--- src/rtl/pipeline_hazard_ctrl_pkg.sv ---
// Package: hazard_pkg
// Shared types and constants for the pipeline hazard controller.
// Contents: fwd_sel_e (operand forward select), hz_state_e (wait FSM state),
// and RESULT_SRC_LOAD (ResultSrcE encoding of a load instruction).
package hazard_pkg;

    typedef enum logic [1:0] {
        FWD_RF = 2'b00,
        FWD_W  = 2'b01,
        FWD_M  = 2'b10
    } fwd_sel_e;

    typedef enum logic [1:0] {
        RUN      = 2'b00,
        MEM_WAIT = 2'b01,
        FAULT    = 2'b10
    } hz_state_e;

    localparam logic [1:0] RESULT_SRC_LOAD = 2'b01;

endpackage

--- src/rtl/pipeline_hazard_ctrl_if.sv ---
// Interface: pipeline_hazard_ctrl_if
// Bundles the pipeline-side hazard information and the stall/flush/forward
// controls. master = pipeline datapath, slave = hazard controller.
// Inputs to controller: Rs1D, Rs2D, Rs1E, Rs2E, RdE, ResultSrcE, PCSrcE, RdM,
//   RegWriteM, MemAccessM, MemReadyM, RdW, RegWriteW.
// Outputs of controller: StallF/D/E/M, FlushD/E/W, ForwardAE/BE, MemFault.
// Optional macro HAZARD_PERF_EN adds StallCycles and FlushCount.
interface pipeline_hazard_ctrl_if #(
    parameter int CNT_WIDTH = 32
);
    logic [4:0] Rs1D, Rs2D, Rs1E, Rs2E, RdE, RdM, RdW;
    logic [1:0] ResultSrcE;
    logic       PCSrcE, RegWriteM, MemAccessM, MemReadyM, RegWriteW;
    logic       StallF, StallD, StallE, StallM;
    logic       FlushD, FlushE, FlushW;
    logic [1:0] ForwardAE, ForwardBE;
    logic       MemFault;
`ifdef HAZARD_PERF_EN
    logic [CNT_WIDTH-1:0] StallCycles, FlushCount;
`endif

    modport master (
        output Rs1D, Rs2D, Rs1E, Rs2E, RdE, ResultSrcE, PCSrcE, RdM, RegWriteM,
               MemAccessM, MemReadyM, RdW, RegWriteW,
        input  StallF, StallD, StallE, StallM, FlushD, FlushE, FlushW,
               ForwardAE, ForwardBE, MemFault
`ifdef HAZARD_PERF_EN
               , StallCycles, FlushCount
`endif
    );

    modport slave (
        input  Rs1D, Rs2D, Rs1E, Rs2E, RdE, ResultSrcE, PCSrcE, RdM, RegWriteM,
               MemAccessM, MemReadyM, RdW, RegWriteW,
        output StallF, StallD, StallE, StallM, FlushD, FlushE, FlushW,
               ForwardAE, ForwardBE, MemFault
`ifdef HAZARD_PERF_EN
               , StallCycles, FlushCount
`endif
    );
endinterface

--- src/rtl/pipeline_hazard_ctrl_fwd_sel.sv ---
// Module: hazard_fwd_sel
// Forward select for one E-stage source operand. The M-stage result is newer
// than the W-stage result, so M wins; x0 is never forwarded.
// Ports: rs_i (source reg in E), rd_m_i/reg_write_m_i, rd_w_i/reg_write_w_i,
//        fwd_o (FWD_RF / FWD_W / FWD_M).
module hazard_fwd_sel
    import hazard_pkg::*;
(
    input  logic [4:0] rs_i,
    input  logic [4:0] rd_m_i,
    input  logic       reg_write_m_i,
    input  logic [4:0] rd_w_i,
    input  logic       reg_write_w_i,
    output fwd_sel_e   fwd_o
);

    // Select the newest in-flight producer of rs_i
    always_comb begin
        fwd_o = FWD_RF;
        if (reg_write_m_i && (rd_m_i != 5'd0) && (rd_m_i == rs_i)) begin
            fwd_o = FWD_M;
        end else if (reg_write_w_i && (rd_w_i != 5'd0) && (rd_w_i == rs_i)) begin
            fwd_o = FWD_W;
        end else begin
            fwd_o = FWD_RF;
        end
    end

endmodule

--- src/rtl/pipeline_hazard_ctrl.sv ---
// Module: pipeline_hazard_ctrl
// Stall/flush/forward control for a 5-stage pipeline. Handles load-use,
// taken-branch redirect and variable-latency data memory; a wait FSM freezes
// the pipeline during a memory wait and latches a sticky MemFault on timeout.
// Ports: clk, rst (synchronous, active-high), hz (pipeline_hazard_ctrl_if.slave).
// Parameters: MEM_TIMEOUT (1..65535), CNT_WIDTH (perf counter width).
// Optional macro HAZARD_PERF_EN adds saturating StallCycles / FlushCount.
module pipeline_hazard_ctrl
    import hazard_pkg::*;
#(
    parameter int MEM_TIMEOUT = 255,
    parameter int CNT_WIDTH   = 32
) (
    input  logic                  clk,
    input  logic                  rst,
    pipeline_hazard_ctrl_if.slave hz
);

    hz_state_e   state_q, state_d;
    logic [15:0] wait_cnt_q, wait_cnt_d;
    fwd_sel_e    fwd_a_s, fwd_b_s;
    logic        memwait_s, lw_stall_s;
    logic        stall_f_s, stall_d_s, stall_e_s, stall_m_s;
    logic        flush_d_s, flush_e_s, flush_w_s;
    logic [1:0]  fwd_a_out_s, fwd_b_out_s;
    logic        fault_s;

    hazard_fwd_sel u_fwd_a (
        .rs_i(hz.Rs1E), .rd_m_i(hz.RdM), .reg_write_m_i(hz.RegWriteM),
        .rd_w_i(hz.RdW), .reg_write_w_i(hz.RegWriteW), .fwd_o(fwd_a_s)
    );

    hazard_fwd_sel u_fwd_b (
        .rs_i(hz.Rs2E), .rd_m_i(hz.RdM), .reg_write_m_i(hz.RegWriteM),
        .rd_w_i(hz.RdW), .reg_write_w_i(hz.RegWriteW), .fwd_o(fwd_b_s)
    );

    // Memory wait is Mealy so the freeze happens in the same cycle
    assign memwait_s  = hz.MemAccessM && !hz.MemReadyM;
    // A taken branch in E squashes the dependent instruction in D anyway
    assign lw_stall_s = (hz.ResultSrcE == RESULT_SRC_LOAD) && (hz.RdE != 5'd0) &&
                        ((hz.RdE == hz.Rs1D) || (hz.RdE == hz.Rs2D)) && !hz.PCSrcE;

    // State and wait-counter registers
    always_ff @(posedge clk) begin
        if (rst) begin
            state_q    <= RUN;
            wait_cnt_q <= 16'd0;
        end else begin
            state_q    <= state_d;
            wait_cnt_q <= wait_cnt_d;
        end
    end

    // Next-state logic of the memory-wait FSM
    always_comb begin
        state_d    = state_q;
        wait_cnt_d = wait_cnt_q;
        case (state_q)
            RUN: begin
                if (memwait_s) begin
                    state_d    = MEM_WAIT;
                    wait_cnt_d = 16'd1;
                end else begin
                    wait_cnt_d = 16'd0;
                end
            end
            MEM_WAIT: begin
                if (!memwait_s) begin
                    state_d    = RUN;
                    wait_cnt_d = 16'd0;
                end else if (wait_cnt_q == 16'(MEM_TIMEOUT)) begin
                    state_d = FAULT;
                end else if (wait_cnt_q != 16'hFFFF) begin
                    wait_cnt_d = wait_cnt_q + 16'd1;
                end else begin
                    wait_cnt_d = wait_cnt_q;
                end
            end
            FAULT: begin
                state_d = FAULT;
            end
            default: begin
                state_d    = RUN;
                wait_cnt_d = 16'd0;
            end
        endcase
    end

    // Output decode: FAULT > memwait > redirect > load-use; all zero in reset
    always_comb begin
        stall_f_s   = 1'b0;
        stall_d_s   = 1'b0;
        stall_e_s   = 1'b0;
        stall_m_s   = 1'b0;
        flush_d_s   = 1'b0;
        flush_e_s   = 1'b0;
        flush_w_s   = 1'b0;
        fwd_a_out_s = 2'b00;
        fwd_b_out_s = 2'b00;
        fault_s     = 1'b0;
        if (!rst) begin
            fwd_a_out_s = fwd_a_s;
            fwd_b_out_s = fwd_b_s;
            if (state_q == FAULT) begin
                // Hold the front end, let M/W drain
                fault_s   = 1'b1;
                stall_f_s = 1'b1;
                stall_d_s = 1'b1;
                flush_e_s = 1'b1;
            end else if (memwait_s) begin
                // Freeze everything; the pending branch in E is held with it
                stall_f_s = 1'b1;
                stall_d_s = 1'b1;
                stall_e_s = 1'b1;
                stall_m_s = 1'b1;
                flush_w_s = 1'b1;
            end else if (hz.PCSrcE) begin
                flush_d_s = 1'b1;
                flush_e_s = 1'b1;
            end else if (lw_stall_s) begin
                stall_f_s = 1'b1;
                stall_d_s = 1'b1;
                flush_e_s = 1'b1;
            end else begin
                stall_f_s = 1'b0;
            end
        end else begin
            fault_s = 1'b0;
        end
    end

    assign hz.StallF    = stall_f_s;
    assign hz.StallD    = stall_d_s;
    assign hz.StallE    = stall_e_s;
    assign hz.StallM    = stall_m_s;
    assign hz.FlushD    = flush_d_s;
    assign hz.FlushE    = flush_e_s;
    assign hz.FlushW    = flush_w_s;
    assign hz.ForwardAE = fwd_a_out_s;
    assign hz.ForwardBE = fwd_b_out_s;
    assign hz.MemFault  = fault_s;

`ifdef HAZARD_PERF_EN
    logic [CNT_WIDTH-1:0] stall_cycles_q, flush_count_q;

    // Saturating performance counters
    always_ff @(posedge clk) begin
        if (rst) begin
            stall_cycles_q <= {CNT_WIDTH{1'b0}};
            flush_count_q  <= {CNT_WIDTH{1'b0}};
        end else begin
            if (stall_f_s && (stall_cycles_q != {CNT_WIDTH{1'b1}})) begin
                stall_cycles_q <= stall_cycles_q + {{(CNT_WIDTH-1){1'b0}}, 1'b1};
            end else begin
                stall_cycles_q <= stall_cycles_q;
            end
            if (flush_e_s && (flush_count_q != {CNT_WIDTH{1'b1}})) begin
                flush_count_q <= flush_count_q + {{(CNT_WIDTH-1){1'b0}}, 1'b1};
            end else begin
                flush_count_q <= flush_count_q;
            end
        end
    end

    assign hz.StallCycles = stall_cycles_q;
    assign hz.FlushCount  = flush_count_q;
`endif

endmodule

--- src/flat_wrapper.sv ---
// flat-port wrapper written by rule: the top's interface ports become plain ports
module pipeline_hazard_ctrl_flat import hazard_pkg::*;
#(
    parameter int MEM_TIMEOUT = 255,
    parameter int CNT_WIDTH   = 32
)
  (clk, rst, hz_Rs1D, hz_Rs2D, hz_Rs1E, hz_Rs2E, hz_RdE, hz_ResultSrcE, hz_PCSrcE, hz_RdM, hz_RegWriteM, hz_MemAccessM, hz_MemReadyM, hz_RdW, hz_RegWriteW, hz_StallF, hz_StallD, hz_StallE, hz_StallM, hz_FlushD, hz_FlushE, hz_FlushW, hz_ForwardAE, hz_ForwardBE, hz_MemFault);
  pipeline_hazard_ctrl_if #(.CNT_WIDTH(CNT_WIDTH)) hz_i ();
  input  logic clk;
  input  logic rst;
  input wire logic [$bits(hz_i.Rs1D)-1:0] hz_Rs1D;
  input wire logic [$bits(hz_i.Rs2D)-1:0] hz_Rs2D;
  input wire logic [$bits(hz_i.Rs1E)-1:0] hz_Rs1E;
  input wire logic [$bits(hz_i.Rs2E)-1:0] hz_Rs2E;
  input wire logic [$bits(hz_i.RdE)-1:0] hz_RdE;
  input wire logic [$bits(hz_i.ResultSrcE)-1:0] hz_ResultSrcE;
  input wire logic [$bits(hz_i.PCSrcE)-1:0] hz_PCSrcE;
  input wire logic [$bits(hz_i.RdM)-1:0] hz_RdM;
  input wire logic [$bits(hz_i.RegWriteM)-1:0] hz_RegWriteM;
  input wire logic [$bits(hz_i.MemAccessM)-1:0] hz_MemAccessM;
  input wire logic [$bits(hz_i.MemReadyM)-1:0] hz_MemReadyM;
  input wire logic [$bits(hz_i.RdW)-1:0] hz_RdW;
  input wire logic [$bits(hz_i.RegWriteW)-1:0] hz_RegWriteW;
  output wire logic [$bits(hz_i.StallF)-1:0] hz_StallF;
  output wire logic [$bits(hz_i.StallD)-1:0] hz_StallD;
  output wire logic [$bits(hz_i.StallE)-1:0] hz_StallE;
  output wire logic [$bits(hz_i.StallM)-1:0] hz_StallM;
  output wire logic [$bits(hz_i.FlushD)-1:0] hz_FlushD;
  output wire logic [$bits(hz_i.FlushE)-1:0] hz_FlushE;
  output wire logic [$bits(hz_i.FlushW)-1:0] hz_FlushW;
  output wire logic [$bits(hz_i.ForwardAE)-1:0] hz_ForwardAE;
  output wire logic [$bits(hz_i.ForwardBE)-1:0] hz_ForwardBE;
  output wire logic [$bits(hz_i.MemFault)-1:0] hz_MemFault;
  assign hz_i.Rs1D = hz_Rs1D;
  assign hz_i.Rs2D = hz_Rs2D;
  assign hz_i.Rs1E = hz_Rs1E;
  assign hz_i.Rs2E = hz_Rs2E;
  assign hz_i.RdE = hz_RdE;
  assign hz_i.ResultSrcE = hz_ResultSrcE;
  assign hz_i.PCSrcE = hz_PCSrcE;
  assign hz_i.RdM = hz_RdM;
  assign hz_i.RegWriteM = hz_RegWriteM;
  assign hz_i.MemAccessM = hz_MemAccessM;
  assign hz_i.MemReadyM = hz_MemReadyM;
  assign hz_i.RdW = hz_RdW;
  assign hz_i.RegWriteW = hz_RegWriteW;
  assign hz_StallF = hz_i.StallF;
  assign hz_StallD = hz_i.StallD;
  assign hz_StallE = hz_i.StallE;
  assign hz_StallM = hz_i.StallM;
  assign hz_FlushD = hz_i.FlushD;
  assign hz_FlushE = hz_i.FlushE;
  assign hz_FlushW = hz_i.FlushW;
  assign hz_ForwardAE = hz_i.ForwardAE;
  assign hz_ForwardBE = hz_i.ForwardBE;
  assign hz_MemFault = hz_i.MemFault;
  pipeline_hazard_ctrl #(.MEM_TIMEOUT(MEM_TIMEOUT), .CNT_WIDTH(CNT_WIDTH)) u_core (.clk(clk), .rst(rst), .hz(hz_i));
endmodule
--- config.mk ---
export PLATFORM = sky130hd
export DESIGN_NAME = pipeline_hazard_ctrl_flat
export DESIGN_NICKNAME = d
export VERILOG_FILES = /design/src/rtl/pipeline_hazard_ctrl_pkg.sv /design/src/rtl/pipeline_hazard_ctrl_if.sv /design/src/rtl/pipeline_hazard_ctrl_fwd_sel.sv /design/src/rtl/pipeline_hazard_ctrl.sv /design/src/flat_wrapper.sv
export SDC_FILE = /design/constraint.sdc
export NUM_CORES = 1
export LEC_CHECK = 0
export CAP_MARGIN = 25
export CORE_MARGIN = 2
export CORE_UTILIZATION = 40
export CTS_CLUSTER_DIAMETER = 60
export DETAILED_ROUTE_END_ITERATION = 8
export HOLD_SLACK_MARGIN = 0.12
export PLACE_DENSITY = 0.7
export SLEW_MARGIN = 20
export SYNTH_ARGS = -nofsm -noshare
export SYNTH_HDL_FRONTEND = slang
export SYNTH_HIERARCHICAL = 1
export SYNTH_SLANG_ARGS = --single-unit
--- constraint.sdc ---
create_clock -name clk -period 2.7 [get_ports clk]
set_clock_uncertainty 0.15 [all_clocks]
set_input_delay 0.675 -clock clk [delete_from_list [all_inputs] [get_ports clk]]
set_output_delay 0.675 -clock clk [all_outputs]
set_load 0.005 [all_outputs]
Word-level counts from Yosys, hierarchy flattened
Cells that the tools add are included.
{"block": "classes", "addsub": 1, "mul": 0, "div_mod_pow": 0, "n_lt_le_gt_ge": 0, "n_eq_ne": 15, "shifts": 0, "n_mux": 33, "bitwise_logic": 1, "n_reduce_logical": 19}
{"cell": "16-bit 2-to-1 mux", "count": 3}
{"cell": "16-bit case mux with 3 select lines", "count": 1}
{"cell": "5-bit == test", "count": 6}
{"cell": "1-bit 2-to-1 mux", "count": 21}
{"cell": "16-bit by 1-bit adder with 16-bit output, second input constant", "count": 1}
{"cell": "16-bit by 8-bit == test with 1-bit output, second input constant", "count": 1}
{"cell": "16-bit != test, second input constant", "count": 1}
{"cell": "5-bit nonzero test", "count": 3}
{"cell": "2-bit 2-to-1 mux", "count": 7}
{"cell": "1-bit logical AND", "count": 10}
{"cell": "3-bit != test, second input constant", "count": 3}
{"cell": "2-bit case mux with 3 select lines", "count": 1}
{"cell": "2-bit by 1-bit == test with 1-bit output, second input constant", "count": 2}
{"cell": "3-bit AND reduction", "count": 1}
{"cell": "2-bit == test, second input constant", "count": 1}
{"cell": "1-bit logical NOT", "count": 2}
{"cell": "2-bit logical NOT", "count": 1}
{"cell": "2-bit by 1-bit != test with 1-bit output, second input constant", "count": 1}
{"cell": "2-bit AND reduction", "count": 1}
{"cell": "1-bit logical OR", "count": 1}
{"cell": "1-bit inverter", "count": 1}
{"block": "totals", "register_bits": 18, "latchBits": 0, "ramBits": 0, "rom_bits": 0, "in_bits": 44, "output_inout_bits": 12, "elab_cells": 71, "mem_count": 0}

Depth between registers and ports, before layout
{"block": "logic_depth", "word_depth": 9, "ltp_mapped": 7, "mapped_depth_nobuf": 6}

Cells and area by module
Netlist, hierarchy kept.
{"mod": "pipeline_hazard_ctrl", "n_inst": 1, "cells_each": 158, "area_each_um2": 1275.0, "seq_area_each_um2": 360.3}
{"mod": "hazard_fwd_sel", "n_inst": 2, "cells_each": 20, "area_each_um2": 151.4, "seq_area_each_um2": 0.0}

Worst setup path before layout
Ideal clock, no wire load.
{"block": "synth_timing", "path_type": "input to output", "from": "in hz_RdE[1]", "to": "out hz_StallF", "arrival_ns": 1.672, "required_ns": 1.875, "slack_ns": 0.203, "stages": 6, "path_buffers": 1, "cell_sequence": "or4_1 -> nor2_1 -> nor3b_1 -> nand3b_1 -> a31oi_1 -> buf_4"}
{"block": "synth_via", "elab_chain_cells": 9, "word_cells_on_any_way": 12, "cone_classes": "2 x eq/ne; 5 x mux; 5 x reduce/logical"}
{"element": "start: declaration", "line_no": "flat_wrapper.sv:15", "source": "input wire logic [$bits(hz_i.RdE)-1:0] hz_RdE;"}
{"element": "5-bit == test / 5-bit nonzero test (equally long branches)", "line_no": "pipeline_hazard_ctrl.sv:42, pipeline_hazard_ctrl.sv:41"}
{"element": "1-bit logical OR / 1-bit logical AND (equally long branches)", "line_no": "pipeline_hazard_ctrl.sv:42, pipeline_hazard_ctrl.sv:41"}
{"element": "1-bit logical AND (*)", "line_no": "pipeline_hazard_ctrl.sv:41", "source": "assign lw_stall_s = (hz.ResultSrcE == RESULT_SRC_LOAD) && (hz.RdE != 5'd0) &&"}
{"element": "1-bit logical AND (*)", "line_no": "pipeline_hazard_ctrl.sv:42", "source": "((hz.RdE == hz.Rs1D) || (hz.RdE == hz.Rs2D)) && !hz.PCSrcE;"}
{"element": "1-bit 2-to-1 mux (*) (5 in series)"}
{"element": "end: declaration", "line_no": "flat_wrapper.sv:24", "source": "output wire logic [$bits(hz_i.StallF)-1:0] hz_StallF;"}
Every way passes the cells marked *; elsewhere a longest branch is shown, timed or not.

Worst setup path in the final report
{"block": "layout_timing", "from": "in hz_RdM[0]", "to": "out hz_ForwardAE[0]"}
{"block": "layout_via", "elab_chain_cells": 5, "word_cells_on_any_way": 6, "cone_classes": "1 x eq/ne; 2 x mux; 3 x reduce/logical"}
{"element": "start: declaration", "line_no": "flat_wrapper.sv:18", "source": "input wire logic [$bits(hz_i.RdM)-1:0] hz_RdM;"}
{"element": "5-bit nonzero test", "line_no": "pipeline_hazard_ctrl_fwd_sel.sv:20", "source": "if (reg_write_m_i && (rd_m_i != 5'd0) && (rd_m_i == rs_i)) begin"}
{"element": "1-bit logical AND", "line_no": "pipeline_hazard_ctrl_fwd_sel.sv:20"}
{"element": "1-bit logical AND (*)", "line_no": "pipeline_hazard_ctrl_fwd_sel.sv:20"}
{"element": "2-bit 2-to-1 mux (*)", "line_no": "pipeline_hazard_ctrl_fwd_sel.sv:20"}
{"element": "net u_core.fwd_a_s[0]", "line_no": "pipeline_hazard_ctrl.sv:21", "source": "fwd_sel_e fwd_a_s, fwd_b_s;"}
{"element": "2-bit 2-to-1 mux (*)", "line_no": "pipeline_hazard_ctrl.sv:102", "source": "if (!rst) begin"}
{"element": "end: declaration", "line_no": "flat_wrapper.sv:31", "source": "output wire logic [$bits(hz_i.ForwardAE)-1:0] hz_ForwardAE;"}
The timed path passes the listed nets; every way through them passes the cells marked *.

==> flow_summary.yaml <==
floorplan:
  dieArea_sq_um: 4460
  ioPinCount: 56
  coreArea_sq_um: 3720
  num_rows: 22
  die_w_um: 66.8
  initial_core_util_pct: 42.5
  fp.dieH_um: 66.8
synth:
  synth_top_area_cell: "dfxtp_1"
  synth-seq-cells: 18
  synth_top_area_share_pct: 22.8
  ys_async_sr_fraction_pct: 0
  yosys_warnings: 6
  avgSynthCellArea_sq_um: 7.97
  synth_nets: 243
  synthTopCellsByArea: "dfxtp_1 23%, xnor2_1 12%, xor2_1 3.9%"
  ys_seq_area_share_pct: 22.8
  synthesis.area_sq_um: 1580
  synth_ff_type: "dfxtp_1"
  synth-edff-count: 0
  synth_cells: 198
  ys_types: 47
routing:
  drc: 0
  wl_per_cell_um: 13.7
  totalWireLength_um: 4320
  wl_met3_um: 199
  drt_iter0_drc: 114
  postRouteAntennaNets: 0
  vias: 1702
  met2WireLength_um: 2030
  highest_layer: "met4"
  viasPerCell: 5.39
  met1Wirelength_um: 2040
  firstDrtPassIters: 4
final_layout:
  fillers: 358
  final_cell_mix: "22 x dlygate4sd2_1, 19 x buf_4, 19 x xnor2_1"
  final_common_cell: "dlygate4sd2_1"
  diodes: 0
  seqCellArea_sq_um: 360
  nets: 314
  post-route-util_pct: 63.3
  final_layout_size_suffix_gt1_share_pct: 28.0
  area.growth.synth_to_final_pct: 49.1
  multiInputGateArea_sq_um: 1220
run:
  cap_violations: 0
sta:
  max-slew-margin-rel_pct: 69.6
  setup_viol: 0
  post-route-period-util_pct: 100
  max_slew.worst_pin.slew_ps: 456
  grt_setup_unrepaired: "yes"
  hold_viol_final: 0
  finalMaxSlewViolations: 0
  finalCriticalPeriod_ps: 2700
  max_freq_mhz: 371
  holdWs_ps: 363
critical_path:
  critPathLaunch: "hz_RdM[0]"
  path_class: "in -> out"
  crit_path_start_kind: "input pin"
  rr_startpoint: "u_core/wait_cnt_q[0]"
  r2r_slack_ps: 540
  worstPathMaxFanout: 3
  end_kind: "primary output"
  cp.required_ps: 1880
  arrival_ps: 1870
global_route:
  grt_pass1_wl_um: 7290
  globalRoute.totalOverflow: 0
  grt_max_degree: 13
  antenna_found_initial: 0
  grt_pass1_vias: 1638
  grtUsageTotal_pct: 20.8
min_path:
  min_path_type: "reg -> reg"
  min_from: "u_core/wait_cnt_q[7]"
clocking:
  clkSinkCount: 18
  htree_num_levels: 1
  cts_made_buffers: 3
  insertion_delay_ps: 260
  clockBufferDepth: 2
  root_buffer: "clkbuf_8"
  holdBufCountCts: 0
  clk_pin_slew_ps: 70
  cts_tree: "done"
power_and_ir_drop:
  power.leakage_uw: 0.000923
  power_density_nw_per_um2: 287
  peakVddDrop_mv: 0.224
placement:
  gp_congestion: 0.806
  hpwl_um: 3420
  port_buffers: 55
outcome:
  status: "complete, no violations"
-- what timing repair did --
action / CTS / global route
pin swaps: 29 / 14
gates cloned: 0 / 0
gates resized for setup: 98 / 26
buffers inserted: 3 / 0
endpoints found under the setup margin: 12 / 7
-- layout make-up --
class,instances,share of cell area [%]
clock buffer,4,2.34
tap,48,2.55
sequential,18,15.3
inverter,1,0.160
multi-input combinational,169,52.1
timing repair buffer,76,27.6
-- metrics by stage --
step                std cells  power (uW)  setup TNS (ps)  worst slack [ps]  cell area [sq um]
finish                    316         674               0              1.16               2350
global route              316         701            -155             -78.8               2350
CTS                       317         670           -1.22             -1.22               2310
detailed placement        311         462           -5780              -689               2300
global placement          311         461           -5570              -647               2300
floorplan                 198         346               0               203               1580
-- power breakdown --
group | total, uW | switching (uW) | internal, uW | leakage [uW]
Clock | 228 | 98.0 | 130 | 0.0000288
Sequential | 271 | 3.52 | 268 | 0.000145
Combinational | 175 | 75.0 | 99.8 | 0.000748
-- critical path, cell delays in order --
cell and delay, ps:
buf_2 130, buf_4 140, xnor2_1 200, nand2_2 80
a211oi_2 230, buf_4 150, nor3_2 30, nor2b_1 120
buf_2 120
-- synth_stat cells (all sizes together), types with 3 or more instances --
cell and count:
a21oi 17, a31oi 4, or4 4, xnor2 22, nor3 10, clkbuf 4
and4 3, dfxtp 18, nor2b 5, nand4 8, and3 5, or3 9
buf 6, a211oi 3, nand2b 3, o21ai 9, nand3 11, xor2 7
nand2 14, nor2 12
-- state kept, by name (all words and copies together), names as in the netlist --
| signal | flops |
|---|---|
| u_core/wait_cnt_q | 16 |
| u_core/state_q | 2 |
-- layer usage --
metal	GRT usage [%]	vias to the layer above
met1	27.2	776
met3	4.90	6
met5	0	-
li1	-	884
met4	4.08	0
met2	34.9	36
-- path summary, 6_finish.rpt --
| check | endpoint | cells after the start |
|---|---|---|
| min reg2reg | u_core/wait_cnt_q[7] | 2 |
| max | hz_ForwardAE[0] | 9 |
| min | u_core/wait_cnt_q[7] | 2 |
| max reg2reg | u_core/wait_cnt_q[12] | 7 |
-- cells by family (layout without fill, tap and decap cells) --
kind of cell               count (synthesis)  in the layout  synth area share (%)
xor gates and xnor gates                  29             29                  16.1
DFF                                       18             18                  22.8
AOI/OAI and AO/OA                         45             45                  21.1
and+or+nand+nor                           94             94                  35.2
adders and majority gates                  1              1                 0.793
buffers and inverters                     11             81                  3.96
(Power assumes the default switching activity.)
